===== src/rtl/divider_arbiter_if.sv =====
// Handshake bundle between the requesters, the shared divider and the
// response consumer of divider_arbiter.
`timescale 1ns/1ps
interface divider_arbiter_if #(
  parameter int unsigned NUM_REQ     = 4,
  parameter int unsigned ID_W        = 2,
  parameter int unsigned WIDTH       = 16,
  parameter int unsigned FRACTIONBIT = 16
);
  localparam int unsigned FRAC_W = FRACTIONBIT + 1;

  logic [NUM_REQ-1:0]       req_valid;
  logic [NUM_REQ-1:0]       req_ready;
  logic [NUM_REQ*WIDTH-1:0] req_data_u;
  logic [NUM_REQ*WIDTH-1:0] req_data_d;
  logic [WIDTH-1:0]         div_data_u;
  logic [WIDTH-1:0]         div_data_d;
  logic                     div_valid;
  logic [FRAC_W-1:0]        div_fraction;
  logic                     div_done;
  logic                     rsp_valid;
  logic                     rsp_ready;
  logic [ID_W-1:0]          rsp_id;
  logic [FRAC_W-1:0]        rsp_fraction;
  logic                     rsp_err;
  logic                     busy;

  // Arbiter side
  modport slave (
    input  req_valid, req_data_u, req_data_d, div_fraction, div_done, rsp_ready,
    output req_ready, div_data_u, div_data_d, div_valid,
           rsp_valid, rsp_id, rsp_fraction, rsp_err, busy
  );

  // Environment side (requesters, divider, response consumer)
  modport master (
    output req_valid, req_data_u, req_data_d, div_fraction, div_done, rsp_ready,
    input  req_ready, div_data_u, div_data_d, div_valid,
           rsp_valid, rsp_id, rsp_fraction, rsp_err, busy
  );
endinterface


===== src/rtl/divider_arbiter.sv =====
// Round-robin arbiter that time-shares one sequential fractional divider
// between NUM_REQ requesters, with a watchdog on the divider done pulse.
// Optional macro DIVARB_ZERO_BYPASS_EN: a zero denominator is answered
// directly with an all-ones quotient and rsp_err=1, without using the divider.
`timescale 1ns/1ps
module divider_arbiter #(
  parameter int unsigned NUM_REQ     = 4,
  parameter int unsigned ID_W        = 2,
  parameter int unsigned WIDTH       = 16,
  parameter int unsigned FRACTIONBIT = 16,
  parameter int unsigned TIMEOUT     = 40
) (
  input logic              clk,
  input logic              rst_n,
  divider_arbiter_if.slave bus
);
  localparam int unsigned FRAC_W = FRACTIONBIT + 1;
  localparam int unsigned CNT_W  = 8;

  typedef enum logic [1:0] {IDLE, START, WAIT, RESP} state_t;

  state_t             state;
  logic [ID_W-1:0]    rr_ptr;
  logic [ID_W-1:0]    gid_q;
  logic [CNT_W-1:0]   wait_cnt;
  logic [CNT_W-1:0]   wait_nxt;
  logic [NUM_REQ-1:0] grant;
  logic               found;
  logic [ID_W-1:0]    grant_id;
  logic [WIDTH-1:0]   grant_u;
  logic [WIDTH-1:0]   grant_d;

  // Round-robin search: first valid request after rr_ptr, wrapping around
  always_comb begin
    grant = '0;
    found = 1'b0;
    for (int unsigned k = 1; k <= NUM_REQ; k++) begin
      for (int unsigned i = 0; i < NUM_REQ; i++) begin
        if (!found && bus.req_valid[i] &&
            ((32'(rr_ptr) + k == i) || (32'(rr_ptr) + k == i + NUM_REQ))) begin
          grant[i] = 1'b1;
          found    = 1'b1;
        end
      end
    end
  end

  // Operand and ID mux for the one-hot grant
  always_comb begin
    grant_id = '0;
    grant_u  = '0;
    grant_d  = '0;
    for (int unsigned i = 0; i < NUM_REQ; i++) begin
      if (grant[i]) begin
        grant_id = ID_W'(i);
        grant_u  = bus.req_data_u[i*WIDTH +: WIDTH];
        grant_d  = bus.req_data_d[i*WIDTH +: WIDTH];
      end
    end
  end

  // Grants are only offered while idle
  assign bus.req_ready = (state == IDLE) ? grant : '0;
  assign wait_nxt      = wait_cnt + CNT_W'(1);

  // Job sequencing: grant, divider launch, watchdog wait, response hold
  always_ff @(posedge clk or negedge rst_n) begin
    if (!rst_n) begin
      state            <= IDLE;
      rr_ptr           <= ID_W'(NUM_REQ - 1);
      gid_q            <= '0;
      wait_cnt         <= '0;
      bus.div_data_u   <= '0;
      bus.div_data_d   <= '0;
      bus.div_valid    <= 1'b0;
      bus.rsp_valid    <= 1'b0;
      bus.rsp_id       <= '0;
      bus.rsp_fraction <= '0;
      bus.rsp_err      <= 1'b0;
      bus.busy         <= 1'b0;
    end else begin
      bus.div_valid <= 1'b0;
      case (state)
        IDLE: begin
          if (found) begin
            gid_q          <= grant_id;
            bus.div_data_u <= grant_u;
            bus.div_data_d <= grant_d;
            bus.busy       <= 1'b1;
`ifdef DIVARB_ZERO_BYPASS_EN
            if (grant_d == '0) begin
              state            <= RESP;
              bus.rsp_valid    <= 1'b1;
              bus.rsp_id       <= grant_id;
              bus.rsp_fraction <= '1;
              bus.rsp_err      <= 1'b1;
            end else begin
              state         <= START;
              bus.div_valid <= 1'b1;
            end
`else
            state         <= START;
            bus.div_valid <= 1'b1;
`endif
          end
        end
        START: begin
          wait_cnt <= '0;
          state    <= WAIT;
        end
        WAIT: begin
          wait_cnt <= wait_nxt;
          if (bus.div_done) begin
            state            <= RESP;
            bus.rsp_valid    <= 1'b1;
            bus.rsp_id       <= gid_q;
            bus.rsp_fraction <= bus.div_fraction;
            bus.rsp_err      <= 1'b0;
          end else if (wait_nxt == CNT_W'(TIMEOUT)) begin
            state            <= RESP;
            bus.rsp_valid    <= 1'b1;
            bus.rsp_id       <= gid_q;
            bus.rsp_fraction <= '0;
            bus.rsp_err      <= 1'b1;
          end
        end
        RESP: begin
          if (bus.rsp_ready) begin
            bus.rsp_valid <= 1'b0;
            bus.busy      <= 1'b0;
            rr_ptr        <= gid_q;
            state         <= IDLE;
          end
        end
        default: state <= IDLE;
      endcase
    end
  end
endmodule


===== src/flat_wrapper.sv =====
// flat-port wrapper written by rule: the top's interface ports become plain ports
module divider_arbiter_flat 
#(
  parameter int unsigned NUM_REQ     = 4,
  parameter int unsigned ID_W        = 2,
  parameter int unsigned WIDTH       = 16,
  parameter int unsigned FRACTIONBIT = 16,
  parameter int unsigned TIMEOUT     = 40
)
  (clk, rst_n, bus_req_valid, bus_req_data_u, bus_req_data_d, bus_div_fraction, bus_div_done, bus_rsp_ready, bus_req_ready, bus_div_data_u, bus_div_data_d, bus_div_valid, bus_rsp_valid, bus_rsp_id, bus_rsp_fraction, bus_rsp_err, bus_busy);
  divider_arbiter_if #(.NUM_REQ(NUM_REQ), .ID_W(ID_W), .WIDTH(WIDTH), .FRACTIONBIT(FRACTIONBIT)) bus_i ();
  input logic clk;
  input logic rst_n;
  input wire logic [$bits(bus_i.req_valid)-1:0] bus_req_valid;
  input wire logic [$bits(bus_i.req_data_u)-1:0] bus_req_data_u;
  input wire logic [$bits(bus_i.req_data_d)-1:0] bus_req_data_d;
  input wire logic [$bits(bus_i.div_fraction)-1:0] bus_div_fraction;
  input wire logic [$bits(bus_i.div_done)-1:0] bus_div_done;
  input wire logic [$bits(bus_i.rsp_ready)-1:0] bus_rsp_ready;
  output wire logic [$bits(bus_i.req_ready)-1:0] bus_req_ready;
  output wire logic [$bits(bus_i.div_data_u)-1:0] bus_div_data_u;
  output wire logic [$bits(bus_i.div_data_d)-1:0] bus_div_data_d;
  output wire logic [$bits(bus_i.div_valid)-1:0] bus_div_valid;
  output wire logic [$bits(bus_i.rsp_valid)-1:0] bus_rsp_valid;
  output wire logic [$bits(bus_i.rsp_id)-1:0] bus_rsp_id;
  output wire logic [$bits(bus_i.rsp_fraction)-1:0] bus_rsp_fraction;
  output wire logic [$bits(bus_i.rsp_err)-1:0] bus_rsp_err;
  output wire logic [$bits(bus_i.busy)-1:0] bus_busy;
  assign bus_i.req_valid = bus_req_valid;
  assign bus_i.req_data_u = bus_req_data_u;
  assign bus_i.req_data_d = bus_req_data_d;
  assign bus_i.div_fraction = bus_div_fraction;
  assign bus_i.div_done = bus_div_done;
  assign bus_i.rsp_ready = bus_rsp_ready;
  assign bus_req_ready = bus_i.req_ready;
  assign bus_div_data_u = bus_i.div_data_u;
  assign bus_div_data_d = bus_i.div_data_d;
  assign bus_div_valid = bus_i.div_valid;
  assign bus_rsp_valid = bus_i.rsp_valid;
  assign bus_rsp_id = bus_i.rsp_id;
  assign bus_rsp_fraction = bus_i.rsp_fraction;
  assign bus_rsp_err = bus_i.rsp_err;
  assign bus_busy = bus_i.busy;
  divider_arbiter #(.NUM_REQ(NUM_REQ), .ID_W(ID_W), .WIDTH(WIDTH), .FRACTIONBIT(FRACTIONBIT), .TIMEOUT(TIMEOUT)) u_core (.clk(clk), .rst_n(rst_n), .bus(bus_i));
endmodule

===== config.mk =====
export PLATFORM = sky130hd
export DESIGN_NAME = divider_arbiter_flat
export DESIGN_NICKNAME = d
export VERILOG_FILES = /design/src/rtl/divider_arbiter_if.sv /design/src/rtl/divider_arbiter.sv /design/src/flat_wrapper.sv
export SDC_FILE = /design/constraint.sdc
export NUM_CORES = 1
export LEC_CHECK = 0
export BUFFER_PORTS_ARGS = -buffer_cell sky130_fd_sc_hd__buf_2
export CAP_MARGIN = 10
export CORE_ASPECT_RATIO = 0.7
export CORE_MARGIN = 10
export CORE_UTILIZATION = 48
export CTS_CLUSTER_SIZE = 20
export DETAILED_ROUTE_END_ITERATION = 8
export PLACE_DENSITY = 0.87
export SETUP_SLACK_MARGIN = 0.5
export SYNTH_ARGS = -nofsm -noshare
export SYNTH_HDL_FRONTEND = slang
export SYNTH_SLANG_ARGS = --single-unit

===== constraint.sdc =====
create_clock -name clk -period 4.8 [get_ports clk]
set_input_delay 0.24 -clock clk [delete_from_list [all_inputs] [get_ports clk]]
set_output_delay 0.24 -clock clk [all_outputs]
set_load 0.02 [all_outputs]

# ---- Word-level counts from Yosys, hierarchy flattened
# Index checks and enable logic that the tools add are counted.
dict set report totals {
  register_bits 69
  input_bits 153
  out_inout_bits 59
  word_cells 191
}
dict set report classes {
  n_addsub 5
  n_eq_ne 35
  mux 62
  n_reduce_logical 77
}
# operator count
set ops {}
lappend ops {{$eq A32 B3 Y1 const B} 16}
lappend ops {{$eq A32 B2 Y1 const B} 8}
lappend ops {{$eq A32 B1 Y1 const B} 4}
lappend ops {{$logic_not A32 Y1} 4}
lappend ops {{$mux W16} 8}
lappend ops {{$mux W1} 39}
lappend ops {{$mux W17} 2}
lappend ops {{$logic_and A1 B1 Y1} 31}
lappend ops {{$logic_or A1 B1 Y1} 16}
lappend ops {{$mux W2} 8}
lappend ops {{$pmux W8 S2} 1}
lappend ops {{$logic_not A1 Y1} 15}
lappend ops {{$reduce_and A3 Y1} 3}
lappend ops {{$add A8 B1 Y8 const B} 1}
lappend ops {{$eq A8 B6 Y1 const B} 1}
lappend ops {{$pmux W2 S4} 1}
lappend ops {{$reduce_bool A2 Y1} 4}
lappend ops {{$add A2 B2 Y3 const B} 2}
lappend ops {{$reduce_and A2 Y1} 3}
lappend ops {{$add A2 B3 Y4 const B} 1}
lappend ops {{$eq A2 B2 Y1 const B} 2}
lappend ops {{$mux W4} 1}
lappend ops {{$pmux W1 S2} 2}
lappend ops {{$add A2 B1 Y3 const B} 1}
lappend ops {{other kinds (5)} 5}

# ---- Depth between registers and ports, before layout
# Gate-level depths: netlist of the first run.
dict set report logic_depth {
  ltp_word 67
  ltp_mapped 9
  ltp_nobuf 6
}

# ---- Worst setup path before layout of the first run
# OpenSTA, ideal clock, no wires.
dict set report synth_timing {
  path_kind {register to register}
  startpoint {register u_core.wait_cnt[0]}
  endpoint {register u_core.bus.rsp_id[0] (netlist bit)}
  setup_ns 0.125
  arrival_ns 1.855
  required_ns 4.675
  setup_slack_ns 2.820
  path_stages_with_launch 8
  n_path_buf 1
  synth_period_minus_slack_ns 1.980
  cell_sequence {dfrtp_1 -> ha_1 -> nand3_2 -> or3_1 -> a41oi_2 -> nand2b_4 -> buf_8 -> mux2_4}
}
dict set report synth_between {
  elab_chain_cells 4
}
# item line
set synth_lines {}
lappend synth_lines {{start, declared} divider_arbiter.sv:25} ;# logic [CNT_W-1:0] wait_cnt;
lappend synth_lines {{start signal, assigned} divider_arbiter.sv:112} ;# wait_cnt <= wait_nxt;
lappend synth_lines {{$add A8 B1 Y8} divider_arbiter.sv:64} ;# assign wait_nxt = wait_cnt + CNT_W'(1);
lappend synth_lines {{$eq A8 B6 Y1} divider_arbiter.sv:119} ;# end else if (wait_nxt == CNT_W'(TIMEOUT)) begin
lappend synth_lines {{$reduce_bool A2 Y1 (no line)} n/a}
lappend synth_lines {{$reduce_and A2 Y1 (no line)} n/a}
lappend synth_lines {{end signal, assigned} divider_arbiter.sv:116} ;# bus.rsp_id <= gid_q;
lappend synth_lines {{end signal, assigned} divider_arbiter.sv:122} ;# bus.rsp_id <= gid_q;
lappend synth_lines {{end, declared} divider_arbiter_if.sv:32} ;# rsp_valid, rsp_id, rsp_fraction, rsp_err, busy
# Every way passes these cells.
# A chain may end at the register's enable or synchronous reset.

# ---- Worst setup path after layout of the first run
dict set report layout_timing {
  startpoint {register u_core.rr_ptr[0]}
  endpoint {output bus_req_ready[2]}
}
dict set report layout_between {
  elab_chain_cells 62
  word_cells_on_any_way 111
  cone_classes {4 x add/sub; 26 x eq/ne; 19 x mux; 62 x reduce/logical}
}
# item line
set layout_lines {}
lappend layout_lines {{start, declared} divider_arbiter.sv:23} ;# logic [ID_W-1:0] rr_ptr;
lappend layout_lines {{start signal, assigned} divider_arbiter.sv:70} ;# rr_ptr <= ID_W'(NUM_REQ - 1);
lappend layout_lines {{start signal, assigned} divider_arbiter.sv:131} ;# rr_ptr <= gid_q;
lappend layout_lines {{$add A2 B1 Y3} divider_arbiter.sv:40} ;# ((32'(rr_ptr) + k == i) || (32'(rr_ptr) + k == i + NUM_REQ))) begin
lappend layout_lines {{$eq A32 B3 Y1 or $logic_not A32 Y1 (tied branches)} divider_arbiter.sv:40}
lappend layout_lines {{$logic_or A1 B1 Y1} divider_arbiter.sv:40}
lappend layout_lines {{$logic_and A1 B1 Y1} divider_arbiter.sv:39} ;# if (!found && bus.req_valid[i] &&
lappend layout_lines {{$mux W1} divider_arbiter.sv:39}
lappend layout_lines {{$logic_not A1 Y1} divider_arbiter.sv:39}
lappend layout_lines {{$logic_and A1 B1 Y1 (2 in a row)} divider_arbiter.sv:39}
lappend layout_lines {{$mux W1} divider_arbiter.sv:39}
lappend layout_lines {{[... 43 more ...]} n/a}
lappend layout_lines {{$mux W1} divider_arbiter.sv:39}
lappend layout_lines {{$logic_not A1 Y1} divider_arbiter.sv:39}
lappend layout_lines {{$logic_and A1 B1 Y1 (2 in a row)} divider_arbiter.sv:39}
lappend layout_lines {{$mux W1} divider_arbiter.sv:39}
lappend layout_lines {{$logic_not A1 Y1} divider_arbiter.sv:39}
lappend layout_lines {{$logic_and A1 B1 Y1 (2 in a row)} divider_arbiter.sv:39}
lappend layout_lines {{$mux W1 (*)} divider_arbiter.sv:39}
lappend layout_lines {{$mux W4 (*)} divider_arbiter.sv:63} ;# assign bus.req_ready = (state == IDLE) ? grant : '0;
lappend layout_lines {{end, declared} flat_wrapper.sv:20} ;# output wire logic [$bits(bus_i.req_ready)-1:0] bus_req_ready;
# Mark *: on every way between the ends. The rest lies on a longest branch, timed or not.

==> results of run 1 <==
[sequential cells by signal (all words and copies together) (netlist names)]
signal                   flops
u_core.bus.rsp_fraction     17
u_core.bus.div_data_d       16
u_core.gid_q                 2
u_core.bus.rsp_err           1
u_core.bus.div_data_u       16
u_core.rr_ptr                2
u_core.bus.div_valid         1
u_core.bus.busy              1
u_core.wait_cnt              8
u_core.bus.rsp_id            2
u_core.state                 2
u_core.bus.rsp_valid         1
[cell usage after synthesis (all sizes together), types with 2 or more instances]
library cell and number:
nand2b 4, dfrtp 67, o21a 2, and2 4, dfstp 2, a22o 21, ha 4, nand2 45
nor2 4, nor3 2, a211oi 32, nand3 39, o2bb2ai 34, a21oi 6, mux2i 4, or2 2
o21ai 75, mux2 4, clkbuf 26, buf 13, inv 8
[worst max-delay path, delay by kind of cell (launching register included)]
family	cells	cell delay, ns
DFF	1	0.60
and+or+nand+nor	1	0.23
AOI/OAI and AO/OA	1	0.94
buffers and inverters	1	0.16
[logic make-up (layout without fill, tap and decap cells)]
kind of cell,after synthesis,count (layout),share of synthesized area
multiplexers,8,8,0.02418
AND/OR/NAND/NOR,106,106,0.1337
other,0,3,0
adder cells (fa/ha/maj),4,4,0.01307
buffers and inverters,48,243,0.05457
AO/OA/AOI/OAI,180,180,0.3229
flip-flops,69,69,0.4516
[cell usage in the layout (no fill, tap or decap), types with 6 or more instances in the layout]
cell type	instances
buf_2	211
dfrtp_1	67
o21ai_0	57
nand2_1	45
nand3_1	38
o2bb2ai_1	34
a211oi_1	32
a22o_1	21
o21ai_1	17
clkbuf_16	9
inv_1	8
buf_4	6
[final cells by class]
cell class,instances,area [um2],area share
tap,101,126.4,0.02383
multi-input combinational,298,1902,0.3587
sequential,69,1729,0.3261
antenna,3,7.507,0.001416
clock inverter,6,158.9,0.02997
clock buffer,10,229.0,0.04318
timing repair buffer,218,1116,0.2105
inverter,9,33.78,0.006371
[stage by stage]
stage          worst slack, ns  cells  utilization  hold WS [ns]  power, uW
2_1_floorplan            2.820    415            -      -0.05559       2033
3_3_place_gp             2.355    694       0.6269        0.4572       2514
3_5_place_dp             2.305    694       0.6269        0.4658       2579
4_1_cts                  2.305    710       0.6766        0.1325       3445
5_1_grt                  2.152    713       0.6792        0.1373       3650
6_report                 2.293    714       0.6795        0.1127       3430
[path summary, 6_finish.rpt]
path	from	to	slack (ns)
worst min-delay path	rst_n	u_core.bus.rsp_fraction[2]	0.11
worst max-delay path	u_core.rr_ptr[0]	bus_req_ready[2]	2.29
worst max register to register	u_core.wait_cnt[0]	u_core.bus.rsp_id[0]	2.54
max in group asynchronous	rst_n	u_core.bus.div_data_d[6]	4.13
min in group clk	bus_div_fraction[5]	u_core.bus.rsp_fraction[5]	0.15
worst min register to register	u_core.bus.div_data_u[2]	u_core.bus.div_data_u[2]	0.47
[power groups by stage]
stage	combinational [uW]	sequential (uW)	clock [uW]
final	1590	989	855
after global routing	1740	1020	888
after CTS	1590	987	866
after detailed placement	1590	992	0
after global placement	1540	976	0
after floorplan	798	1230	0
[routing by layer]
| metal | share of wire | up-vias |
|---|---|---|
| li1 | - | 1938 |
| met1 | 0.39 | 1911 |
| met2 | 0.48 | 222 |
| met3 | 0.11 | 31 |
| met4 | 0.022 | 2 |
| met5 | 0.00093 | - |
==> metrics.yaml, run 1 <==
power:
  powerDensity_mw_per_mm2: 646.9
  clkPwrFrac: 0.249
  swShare: 0.4140
  intPower_uw: 2010
  p_leak_uw: 0.002587
  power.share.sequential: 0.288
  p_sw_uw: 1420
  peakVddDrop_v: 0.0004069
  pwr-share-comb: 0.463
timing:
  period_share: 0.5223
  relSlewSlack: 0.2376
  final-hold-violation-count: 0
  post-route-min-period_ns: 2.507
  worst_pin_slew_ns: 1.144
  final.setup.tns_ns: 0
  rsz0062_at_grt: "no"
  setup_viol_count_final: 0
  fmax_mhz: 398.8
  finalClockSkew_ns: 0.003662
  final_max_slew_viol_count: 0
detailed_routing:
  drtIter0Drc: 258
  via_per_inst: 5.748
  wl_per_cell_um: 19.57
  postRouteAntennaNets: 0
  drt_first_pass_iters: 5
  drcViolationCount: 0
  dr_total_vias: 4104
  routed_wl_um: 13970
clocking:
  path_clk_slew_ns: 0.06
  holdBufCountCts: 0
  cts_setup_buffers: 0
  htree_levels: 3
  root_buffer: "clkbuf_16"
  cts_sinks: 69
  cts.path.max_buffers: 2
  cts_resized: 0
  cts_tree: "built"
  cts_buffers: 9
  insertion_delay_ns: 0.33
logic_synthesis:
  synth_cells: 415
  synth_seq_area_share: 0.4516
  synth_flop_cell: "dfrtp_1"
  synth.cell_area_mm2: 0.003829
  syn_nets: 572
  async_flop_share: 1.000
  syn_area_per_cell_um2: 9.226
  synth-seq-cells: 69
  synth_area_leaders: "dfrtp_1, o2bb2ai_1, o21ai_0, a211oi_1, nand3_1"
  synth.distinct_cells: 48
  synth_edf_count: 0
  ys_warn_count: 0
  synth_top_cell_by_area: "dfrtp_1"
  synth.top_cell.area_share: 0.4379
grt:
  grt_start_max_net_pins: 70
  use_met1: 0.2530
  grt_pass1_vias: 4285
  grt_usage: 0.2217
  grt_antenna_before_repair: 4
  grt_util_met3: 0.09345
  busiest_layer: "met2"
  gr-usage-met2: 0.3628
  grt_pass1_wl_um: 21760
  grt-ovfl-total: 0
final_layout:
  design_area_mm2: 0.005303
  nets: 762
  syn2layout_area_growth_pct: 38.50
  layout-drive-gt1-share: 0.4066
  fillCellCount: 610
min_path:
  hold_path_class: "input port to asynchronous set/reset pin"
placed_design:
  placed_cell_area_mm2: 0.004892
  place_congestion: 0.8430
  dpl.hpwl_um: 10640
  port-buffer-count: 211
setup_path:
  cp-end-kind: "output pin"
  slowest_delay_ns: 0.94
  worst_ep_required_time_ns: 4.56
  crit_type: "flop to output pin"
  slowest_stage: "o211a_1"
  path_cells: "o211a_1 > and2_1 > buf_2"
  critical_path.max_fanout: 34
  rr_worst_depth: 6
  critPathLaunchType: "flop"
  cp.arrival_ns: 2.27
floorplan:
  die_x_um: 126.7
  start_util: 0.4906
  rows: 27
  die_area_mm2: 0.01201
  die_h_um: 94.72
  pin_count: 212
  core_mm2: 0.007804
outcome:
  outcome: "complete, no violations"
flow_run:
  cap_violations: 0
(Power assumes the default switching activity.)
==> inputs of run 2 (changes only) <==
- ABC_AREA: default -> 1
- CORE_UTILIZATION: 48 -> 47
- PLACE_DENSITY: 0.87 -> 0.82
- clock period: 4.8 -> 2.6 ns (I/O delays scaled with it)
==> metrics.yaml, run 2 <==
outcome:
  outcome: "finished, violations left"
  violations: "setup timing"
detailed_routing:
  via_per_inst: 4.976
  drcViolationCount: 0
  routed_wl_um: 16410
  drt_first_pass_iters: 4
  drtIter0Drc: 299
  wl_per_cell_um: 16.07
  dr_total_vias: 5081
  postRouteAntennaNets: 0
clocking:
  htree_levels: 3
  root_buffer: "clkbuf_16"
  insertion_delay_ns: 0.33
  cts_buffers: 9
  cts_sinks: 69
  cts.path.max_buffers: 2
  cts_tree: "built"
  path_clk_slew_ns: 0.06
min_path:
  hp-start: "bus_div_fraction[13]"
  hold_path_class: "input port to flop"
setup_path:
  cp.arrival_ns: 2.48
  cp-end-kind: "output pin"
  critical_path.max_fanout: 5
  crit_type: "flop to output pin"
  r2r-start: "u_core.rr_ptr[0]"
  worst_ep_required_time_ns: 2.47
  worstSetupStartpoint: "u_core.rr_ptr[0]"
  critPathLaunchType: "flop"
final_layout:
  largest_registers: "u_core.bus.rsp_fraction (17), u_core.bus.div_data_d (16), u_core.bus.div_data_u (16)"
  num_antenna_cells: 0
  final_cell_mix: "nand2_1, buf_2, inv_1"
  fillCellCount: 761
  nets: 1049
  largest_register_ffs: 17
  largest-register: "u_core.bus.rsp_fraction"
  seq_area_mm2: 0.001729
  design_area_mm2: 0.006490
  finalNonFillerCells: 1021
  layout_commonest_cell: "nand2_1"
  layout-drive-gt1-share: 0.3556
  multi_input_area_mm2: 0.002267
  syn2layout_area_growth_pct: 46.61
power:
  peakVddDrop_v: 0.0007998
  p_leak_uw: 0.003827
  powerDensity_mw_per_mm2: 1322
floorplan:
  core_mm2: 0.009107
  rows: 29
  start_util: 0.4861
  die_h_um: 101.2
  pin_count: 212
  die_x_um: 136.0
  die_area_mm2: 0.01376
logic_synthesis:
  synth_seq_area_share: 0.3906
  syn_area_per_cell_um2: 6.717
  syn_nets: 816
  synth_area_leaders: "dfrtp_1, nand2_1, inv_1, nand3_1, a21oi_1"
  yosysMostFrequentCell: "nand2_1"
  ys_warn_count: 0
  synthTopCellsByCount: "nand2_1, inv_1, dfrtp_1"
  synth.distinct_cells: 30
  synth.cell_area_mm2: 0.004427
  synth.top_cell.area_share: 0.3787
  synth_top_cell_by_area: "dfrtp_1"
  synth_edf_count: 0
  synth_flop_cell: "dfrtp_1"
  async_flop_share: 1.000
  synth_cells: 659
  synth-seq-cells: 69
timing:
  setup_viol_count_final: 3
  finalClockSkew_ns: 0.008141
  worst_pin_slew_ns: 0.4952
  final.setup.tns_ns: -0.01953
  relSlewSlack: 0.6698
  final_max_slew_viol_count: 0
  post-route-min-period_ns: 2.615
  period_share: 1.006
  rsz0062_at_grt: "yes"
  fmax_mhz: 382.5
  final-hold-violation-count: 0
  layout_setup_ws_ns: -0.01454
flow_run:
  cap_violations: 0
grt:
  use_met1: 0.2826
  busiest_layer: "met2"
  gr-usage-met2: 0.3502
  grt_pass1_vias: 4839
  grt_antenna_before_repair: 1
  grt_start_max_net_pins: 51
  grt_usage: 0.2222
  grt-ovfl-total: 0
  grt_util_met3: 0.09100
  grt_pass1_wl_um: 24820
placed_design:
  port-buffer-count: 211
  placed_cell_area_mm2: 0.005692
  dpl.hpwl_um: 11790
  dp_cells: 980
  place_congestion: 0.9257
run 2: cell count changes after synthesis, moves of 32 or more:
cell	delta
inv_1	+90
o21ai_0	-45
a211oi_1	-32
a21oi_1	+32
nand2_1	+243
o2bb2ai_1	-34
run 2: critical path, stage by stage (launching register included):
cell     delay (ns)
dfstp_2        0.61
nor2_4         0.07
nand2_2        0.08
nand3_4        0.08
nor2_4         0.11
nand4_4        0.11
nor2_4         0.14
nand4_4        0.11
buf_6          0.14
nor2_4         0.07
buf_4          0.12
nand3_2        0.07
nand2_4        0.09
inv_4          0.04
buf_6          0.11
nor2_4         0.07
buf_6          0.12
run 2: layer usage:
layer,part of all wire,routed length (um),vias to the layer above
met5,0,0,-
met4,0.0077,126,0
met3,0.12,2045,10
met2,0.44,7251,245
met1,0.43,6982,2314
li1,-,-,2512
run 2: logic make-up (layout without fill, tap and decap cells):
logic type,after synthesis,count (layout),synth area share
AOI/OAI and AO/OA,79,79,0.1063
xor gates and xnor gates,3,3,0.005937
adders and majority gates,4,4,0.01131
buffers and inverters,131,369,0.1263
DFF,69,69,0.3906
and+or+nand+nor,373,373,0.3595
run 2: final timing paths:
check	end	slack, ns	cells past startpoint
max reg2reg	u_core.state[1]	0	17
min reg2reg	u_core.bus.div_data_u[12]	0.48	2
max in group asynchronous	u_core.rr_ptr[0]	1.50	3
min in group asynchronous	u_core.bus.rsp_fraction[3]	0.30	2
min	u_core.bus.rsp_fraction[13]	0.02	2
max	bus_req_ready[1]	-0.01	16
run 2: power breakdown:
part | internal (uW) | total (uW) | leakage, uW | switching, uW
clock | 855 | 1370 | 0.000159 | 511
sequential | 1570 | 1830 | 0.000865 | 264
combinational | 2150 | 5380 | 0.00280 | 3230
run 2: repair_timing:
| item | CTS | global route |
|---|---|---|
| buffers inserted | 9 | 9 |
| hold buffers | 1 | 0 |
| endpoints found under the setup margin | 42 | 60 |
| gates resized for setup | 18 | 30 |
| pin swaps | 6 | 14 |
| endpoints found under the hold margin | 22 | 0 |
| gates cloned | 2 | 4 |
run 2: area by class of cell:
cell class,instances,share of cell area
multi-input cells,459,0.3493
clock inverters,7,0.01619
well taps,124,0.02391
inverters,102,0.05976
clock buffers,9,0.03470
flip-flops and latches,69,0.2664
repair buffers,251,0.2497
run 2: stage by stage:
stage	hold WS [ns]	worst slack [ns]	util	total power, uW
5_1_grt	0.02110	-0.1518	0.7126	9276
4_1_cts	0.01512	0.04599	0.6828	8125
3_5_place_dp	0.1206	0.1870	0.6249	6410
6_report	0.02456	-0.01454	0.7126	8580
3_3_place_gp	0.1190	0.2890	0.6249	6324
2_1_floorplan	-0.1656	0.4675	-	4994
